File: src/rtl/alu_pkg.sv
// Shared types for the ALU command driver: opcodes, driver FSM states, command record.
package alu_pkg;

  localparam int ALU_W = 64;
  localparam int TAG_W = 8;

  typedef enum logic [3:0] {
    ADD  = 4'b0000,
    SUB  = 4'b1000,
    AND  = 4'b0111,
    OR   = 4'b0110,
    XOR  = 4'b0100,
    SLL  = 4'b0001,
    SRL  = 4'b0101,
    SRA  = 4'b1101,
    SLT  = 4'b0010,
    SLTU = 4'b0011
  } alu_op_t;

  typedef enum logic [1:0] {
    IDLE,
    DRIVE,
    RESP
  } drv_state_t;

  typedef struct packed {
    alu_op_t            op;
    logic [ALU_W-1:0]   a;
    logic [ALU_W-1:0]   b;
    logic [TAG_W-1:0]   tag;
  } alu_cmd_t;

endpackage

File: src/rtl/alu_cmd_fifo.sv
// Purpose: synchronous FIFO of command records, DEPTH entries, wrap-bit pointers.
// Latency: pushed entry visible at the head the cycle after the push edge.
// Backpressure: push ignored when full, pop ignored when empty; no push-through bypass.
module alu_cmd_fifo
  import alu_pkg::*;
#(
  parameter int  DEPTH = 4,
  parameter type T     = alu_cmd_t
) (
  input  logic clk,
  input  logic rst_n,
  input  logic push,
  input  T     push_dat,
  input  logic pop,
  output T     pop_dat,
  output logic full,
  output logic empty
);

  localparam int AW = $clog2(DEPTH);

  T           mem [DEPTH];
  logic [AW:0] wr_ptr;
  logic [AW:0] rd_ptr;
  logic        do_push;
  logic        do_pop;

  assign empty   = (wr_ptr == rd_ptr);
  assign full    = (wr_ptr[AW] != rd_ptr[AW]) && (wr_ptr[AW-1:0] == rd_ptr[AW-1:0]);
  assign do_push = push && !full;
  assign do_pop  = pop && !empty;
  assign pop_dat = mem[rd_ptr[AW-1:0]];

  always_ff @(posedge clk or negedge rst_n) begin
    if (!rst_n) begin
      wr_ptr <= '0;
      rd_ptr <= '0;
    end else begin
      if (do_push) wr_ptr <= wr_ptr + 1'b1;
      if (do_pop)  rd_ptr <= rd_ptr + 1'b1;
    end
  end

  // Storage needs no reset: empty pointers make stale contents unobservable.
  always_ff @(posedge clk) begin
    if (do_push) mem[wr_ptr[AW-1:0]] <= push_dat;
  end

endmodule

File: src/rtl/alu_cmd_driver.sv
// Purpose: queue ALU commands, drive them SETTLE cycles, return tagged results; ALU_DRV_SELFCHECK_EN adds a sticky mismatch checker.
// Latency: accept at edge t on an idle, empty driver -> rsp_valid after edge t+1+SETTLE; one result per SETTLE+1 cycles.
// Backpressure: cmd_ready = !full; rsp_* held while rsp_valid && !rsp_ready, next command launches on the accepting edge.
module alu_cmd_driver
  import alu_pkg::*;
#(
  parameter int WIDTH  = 64,
  parameter int DEPTH  = 4,
  parameter int SETTLE = 1
) (
  input  logic             clk,
  input  logic             rst_n,
  input  logic             cmd_valid,
  output logic             cmd_ready,
  input  logic [3:0]       cmd_op,
  input  logic [WIDTH-1:0] cmd_a,
  input  logic [WIDTH-1:0] cmd_b,
  output logic [WIDTH-1:0] alu_a,
  output logic [WIDTH-1:0] alu_b,
  output logic [3:0]       alu_op,
  input  logic [WIDTH-1:0] alu_out,
  input  logic             alu_zero,
  output logic             rsp_valid,
  input  logic             rsp_ready,
  output logic [WIDTH-1:0] rsp_result,
  output logic             rsp_zero,
  output logic [7:0]       rsp_tag,
  output logic             busy
`ifdef ALU_DRV_SELFCHECK_EN
  ,
  output logic             mismatch
`endif
);

  localparam int CW = (SETTLE > 1) ? $clog2(SETTLE) : 1;

  typedef struct packed {
    logic [3:0]       op;
    logic [WIDTH-1:0] a;
    logic [WIDTH-1:0] b;
    logic [7:0]       tag;
  } cmd_t;

  drv_state_t state, state_nxt;
  logic [CW-1:0] cnt;
  logic [7:0]    tag_cnt;
  logic [7:0]    cur_tag;
  logic          fifo_full;
  logic          fifo_empty;
  logic          push;
  logic          pop;
  logic          capture;
  cmd_t          wr_cmd;
  cmd_t          head;

  assign cmd_ready = !fifo_full;
  assign push      = cmd_valid && cmd_ready;
  assign wr_cmd    = {cmd_op, cmd_a, cmd_b, tag_cnt};
  assign busy      = !fifo_empty || (state != IDLE);

  alu_cmd_fifo #(
    .DEPTH (DEPTH),
    .T     (cmd_t)
  ) u_fifo (
    .clk      (clk),
    .rst_n    (rst_n),
    .push     (push),
    .push_dat (wr_cmd),
    .pop      (pop),
    .pop_dat  (head),
    .full     (fifo_full),
    .empty    (fifo_empty)
  );

  always_comb begin
    state_nxt = state;
    pop       = 1'b0;
    capture   = 1'b0;
    case (state)
      IDLE: begin
        if (!fifo_empty) begin
          pop       = 1'b1;
          state_nxt = DRIVE;
        end
      end
      DRIVE: begin
        if (cnt == '0) begin
          capture   = 1'b1;
          state_nxt = RESP;
        end
      end
      RESP: begin
        // Chain straight into the next command so back-to-back ops lose no cycle.
        if (rsp_ready) begin
          if (!fifo_empty) begin
            pop       = 1'b1;
            state_nxt = DRIVE;
          end else begin
            state_nxt = IDLE;
          end
        end
      end
      default: state_nxt = IDLE;
    endcase
  end

  always_ff @(posedge clk or negedge rst_n) begin
    if (!rst_n) begin
      state      <= IDLE;
      cnt        <= '0;
      tag_cnt    <= '0;
      cur_tag    <= '0;
      alu_a      <= '0;
      alu_b      <= '0;
      alu_op     <= '0;
      rsp_valid  <= 1'b0;
      rsp_result <= '0;
      rsp_zero   <= 1'b0;
      rsp_tag    <= '0;
    end else begin
      state <= state_nxt;
      if (push) tag_cnt <= tag_cnt + 8'd1;
      if (pop) begin
        alu_a   <= head.a;
        alu_b   <= head.b;
        alu_op  <= head.op;
        cur_tag <= head.tag;
        cnt     <= CW'(SETTLE - 1);
      end else if (state == DRIVE && cnt != '0) begin
        cnt <= cnt - 1'b1;
      end
      if (capture) begin
        rsp_valid  <= 1'b1;
        rsp_result <= alu_out;
        rsp_zero   <= alu_zero;
        rsp_tag    <= cur_tag;
      end else if (state == RESP && rsp_ready) begin
        rsp_valid <= 1'b0;
      end
    end
  end

`ifdef ALU_DRV_SELFCHECK_EN
  logic [WIDTH-1:0] ref_res;
  logic             ref_chk;

  always_comb begin
    ref_res = '0;
    ref_chk = 1'b1;
    case (alu_op)
      ADD:     ref_res = alu_a + alu_b;
      SUB:     ref_res = alu_a - alu_b;
      AND:     ref_res = alu_a & alu_b;
      OR:      ref_res = alu_a | alu_b;
      default: ref_chk = 1'b0;
    endcase
  end

  always_ff @(posedge clk or negedge rst_n) begin
    if (!rst_n) begin
      mismatch <= 1'b0;
    end else if (capture && ref_chk &&
                 ((alu_out != ref_res) || (alu_zero != (ref_res == '0)))) begin
      mismatch <= 1'b1;
    end
  end
`endif

endmodule

File: config.mk
export PLATFORM = sky130hd
export DESIGN_NAME = alu_cmd_driver
export DESIGN_NICKNAME = d
export VERILOG_FILES = /design/src/rtl/alu_pkg.sv /design/src/rtl/alu_cmd_fifo.sv /design/src/rtl/alu_cmd_driver.sv
export SDC_FILE = /design/constraint.sdc
export NUM_CORES = 1
export LEC_CHECK = 0
export ABC_AREA = 0
export BUFFER_PORTS_ARGS = -buffer_cell sky130_fd_sc_hd__buf_2
export CAP_MARGIN = 10
export CELL_PAD_IN_SITES_DETAIL_PLACEMENT = 1
export CELL_PAD_IN_SITES_GLOBAL_PLACEMENT = 1
export CORE_MARGIN = 2
export CORE_UTILIZATION = 45
export CTS_BUF_LIST = sky130_fd_sc_hd__clkbuf_16
export CTS_CLUSTER_DIAMETER = 200
export DETAILED_ROUTE_END_ITERATION = 10
export GPL_TIMING_DRIVEN = 0
export PLACE_DENSITY_LB_ADDON = 0.12
export SYNTH_ARGS = -nofsm -noshare
export SYNTH_HDL_FRONTEND = slang
export SYNTH_SLANG_ARGS = --single-unit
File: constraint.sdc
create_clock -name clk -period 4.6 [get_ports clk]
set_input_delay 0 -clock clk [delete_from_list [all_inputs] [get_ports clk]]
set_output_delay 0 -clock clk [all_outputs]
set_load 0.01 [all_outputs]
==> impl_metrics.toml <==
[sta]
setup_ws_ns = 1.77
slew-limit-headroom_pct = 25.4
min_period_over_period_pct = 61.5
hold_slack_ns = 0.127
drv_slew = 0
fmaxAchievable_mhz = 353
skew_ns = 0.0259
fin_crit_ns = 2.83
setup_tns_ns = 0
setup_viol = 0
rsz0062_at_grt = "no"
finalHoldViolCount = 0
worst_pin_slew_ns = 1.12

[critical_path]
setup.worst_path.start = "u_fifo.rd_ptr[1]"
cp.depth = 6
cp-end-kind = "flip-flop"
rr_endpoint = "u_fifo.mem[3][138]"
critPathBufInv = 3
path_delay_family = "buffers and inverters"
cp_data_arrival_time_ns = 3.09
cp_cell_sequence = "buf_2, xor2_1, o31a_1, buf_2, and2_4, buf_16"
crit_end = "u_fifo.mem[3][138]"
reg2regPathDepth = 6
slowest_stage = "and2_4"
cp_common_cell = "buf_2"
regToRegStartpoint = "u_fifo.rd_ptr[1]"
cp_max_fo = 49
crit_type = "flip-flop to flip-flop"
ff2ff_setup_slack_ns = 1.77
cp.required_ns = 4.86
start_kind = "flip-flop"
slowest_delay_ns = 0.79

[place]
hpwlAfterDp_mm = 40.2
portBuffers = 408
gp_congestion = 0.734
pre_cts_ws_ns = 1.72
place_area_sq_um = 32400
place_inst = 2532

[layout]
fin_area_sq_um = 36900
instances_no_fill = 2890
multiInputGateArea_sq_um = 6010
area_delta_synth_final_pct = 27.6
fillers = 5601
drive_gt1_share_pct = 43.3
regArea_sq_um = 22600
finalNetCount = 2180

[synthesis]
synthesis.nets = 1473
ys.warnings.count = 0
yosysMostFrequentCell = "edfxtp_1"
synth_top_area_share_pct = 58.1
ys_ff_latch = 791
synth_cell_types = 29
yosys-top-cells-area = "edfxtp_1, dfrtp_1, mux4_2"
yosysTopAreaCell = "edfxtp_1"
ys.flop_type = "edfxtp_1"
synth-edff-count = 560
avgSynthCellArea_sq_um = 22.9
synthCells = 1266
synthTopCellsByCount = "edfxtp_1, dfrtp_1, mux2_2"
yosysSeqAreaShare_pct = 78.1
synthArstFlopShare_pct = 29.2
syn-cell-area_sq_um = 28900

[floorplanning]
floorplan.die_area_sq_um = 66400
die_h_microns = 258
num_rows = 92
pin_count = 409
start_util_pct = 45.7
die_w_microns = 258
design.core.area_sq_um = 63300

[detailed_routing]
drt_wl_total_mm = 67.6
route.detailed.drc = 0
ant_nets = 0
first_iter_violations = 676
post_drt_wl_per_cell_microns = 23.4
drtPass1Iterations = 5
vias = 14800
vias_per_cell = 5.12

[grt]
grt_use_total_pct = 20.8
grt-ovfl-total = 0
grt_pass1_vias = 16900
grt_max_degree = 118
grt-busiest-layer = "met2"
grtUsageMet3_pct = 4.77
grt_pass1_wl_mm = 104
antenna_found_initial = 5
grtUsageMet2_pct = 36.7
use_met1_pct = 26.0

[clock_tree]
cts_sinks = 791
clkSlewWorstSetupHoldPaths_ns = 0.06
cts_tree = "built"
cts-resized-gates = 0
ctsLongestPathBuffers = 3
root_buffer = "clkbuf_16"
h-tree-depth = 3
clk_latency_ns = 0.62
cts_buffers = 83
post-cts-setup-buffer-count = 0

[power]
p_leak_nw = 13.9
irDropWorstVdd_mv = 0.426
p_per_area_nw_per_um2 = 692

[status]
status = "finished, final reports clean"

[flow_run]
maxCapViolCount = 0

[min_path]
hp-class = "primary input to flip-flop"
[worst min-delay path by stage]
stage          startpoint                end  slack (ns)  cells past startpoint
2_1_floorplan       rst_n           alu_a[0]       -0.30                      0
3_3_place_gp     cmd_a[1]  u_fifo.mem[0][73]        0.21                      1
3_5_place_dp        rst_n          alu_a[40]       0.003                      1
4_1_cts         cmd_b[23]  u_fifo.mem[2][31]        0.08                      2
5_1_grt          cmd_a[5]  u_fifo.mem[2][77]         0.1                      2
6_report         cmd_a[5]  u_fifo.mem[1][77]        0.13                      2
[flip-flops by register name, indices dropped and copies added (netlist names), 4 cells and up]
name and flops:
alu_a 64, alu_b 64, alu_op 4, cur_tag 8
rsp_result 64, rsp_tag 8, tag_cnt 8, u_fifo.mem 560
[routing by layer]
metal  part of all wire [%]  up-vias
li1                       -     6530
met1                     40     7790
met5                  0.068        -
met4                    1.6        6
met3                    5.5       85
met2                     53      385
[cells by family (layout without fill, tap and decap cells)]
group,after synthesis,count (layout),synth area share [%]
flip-flops,791,791,78.1
multiplexers,355,355,19.3
buffers and inverters,60,832,1.21
AND/OR/NAND/NOR,32,32,0.523
XOR/XNOR,16,16,0.510
adder cells (fa/ha/maj),6,6,0.259
AO/OA/AOI/OAI,6,6,0.169
other,0,6,0
[placed cells by master (no fill, tap or decap), drive strengths merged, types with 6 or more instances in the layout]
cell type	count
buf	463
clkbuf	99
clkinv	23
dfrtp	231
diode	6
dlygate4sd3	201
edfxtp	560
ha	6
inv	42
mux2	215
mux4	140
nand2	10
nor2	7
xnor2	8
xor2	8
[final cells by class]
| type | count | share of cell area [%] |
|---|---|---|
| antenna | 6 | 0.0406 |
| buffer | 56 | 0.904 |
| clock buffer | 85 | 5.76 |
| clock inverter | 65 | 1.02 |
| inverter | 4 | 0.0406 |
| multi-input combinational | 415 | 16.3 |
| sequential | 791 | 61.2 |
| tap | 846 | 2.87 |
| timing repair buffer | 622 | 11.9 |
[per-stage QoR]
stage                     utilization, %  power (mW)
final                               58.4        25.6
after detailed placement            51.2        19.6
after global placement              50.6        19.2
after global routing                58.3        27.0
after CTS                           58.3        26.0
after floorplan                        -        16.3
[report_power, final]
group	total (mW)	switching (mW)	leakage, nW	internal [mW]
Sequential	10.9	0.807	7.85	10.1
Clock	6.15	2.65	1.35	3.50
Combinational	8.56	4.38	4.75	4.18
Total	25.6	7.83	13.9	17.7
[timing repair]
action,4_1_cts,5_1_grt
hold buffers,202,0
setup endpoints to repair,0,0
endpoints found under the hold margin,719,0
Power figures use the tool's default switching activity.
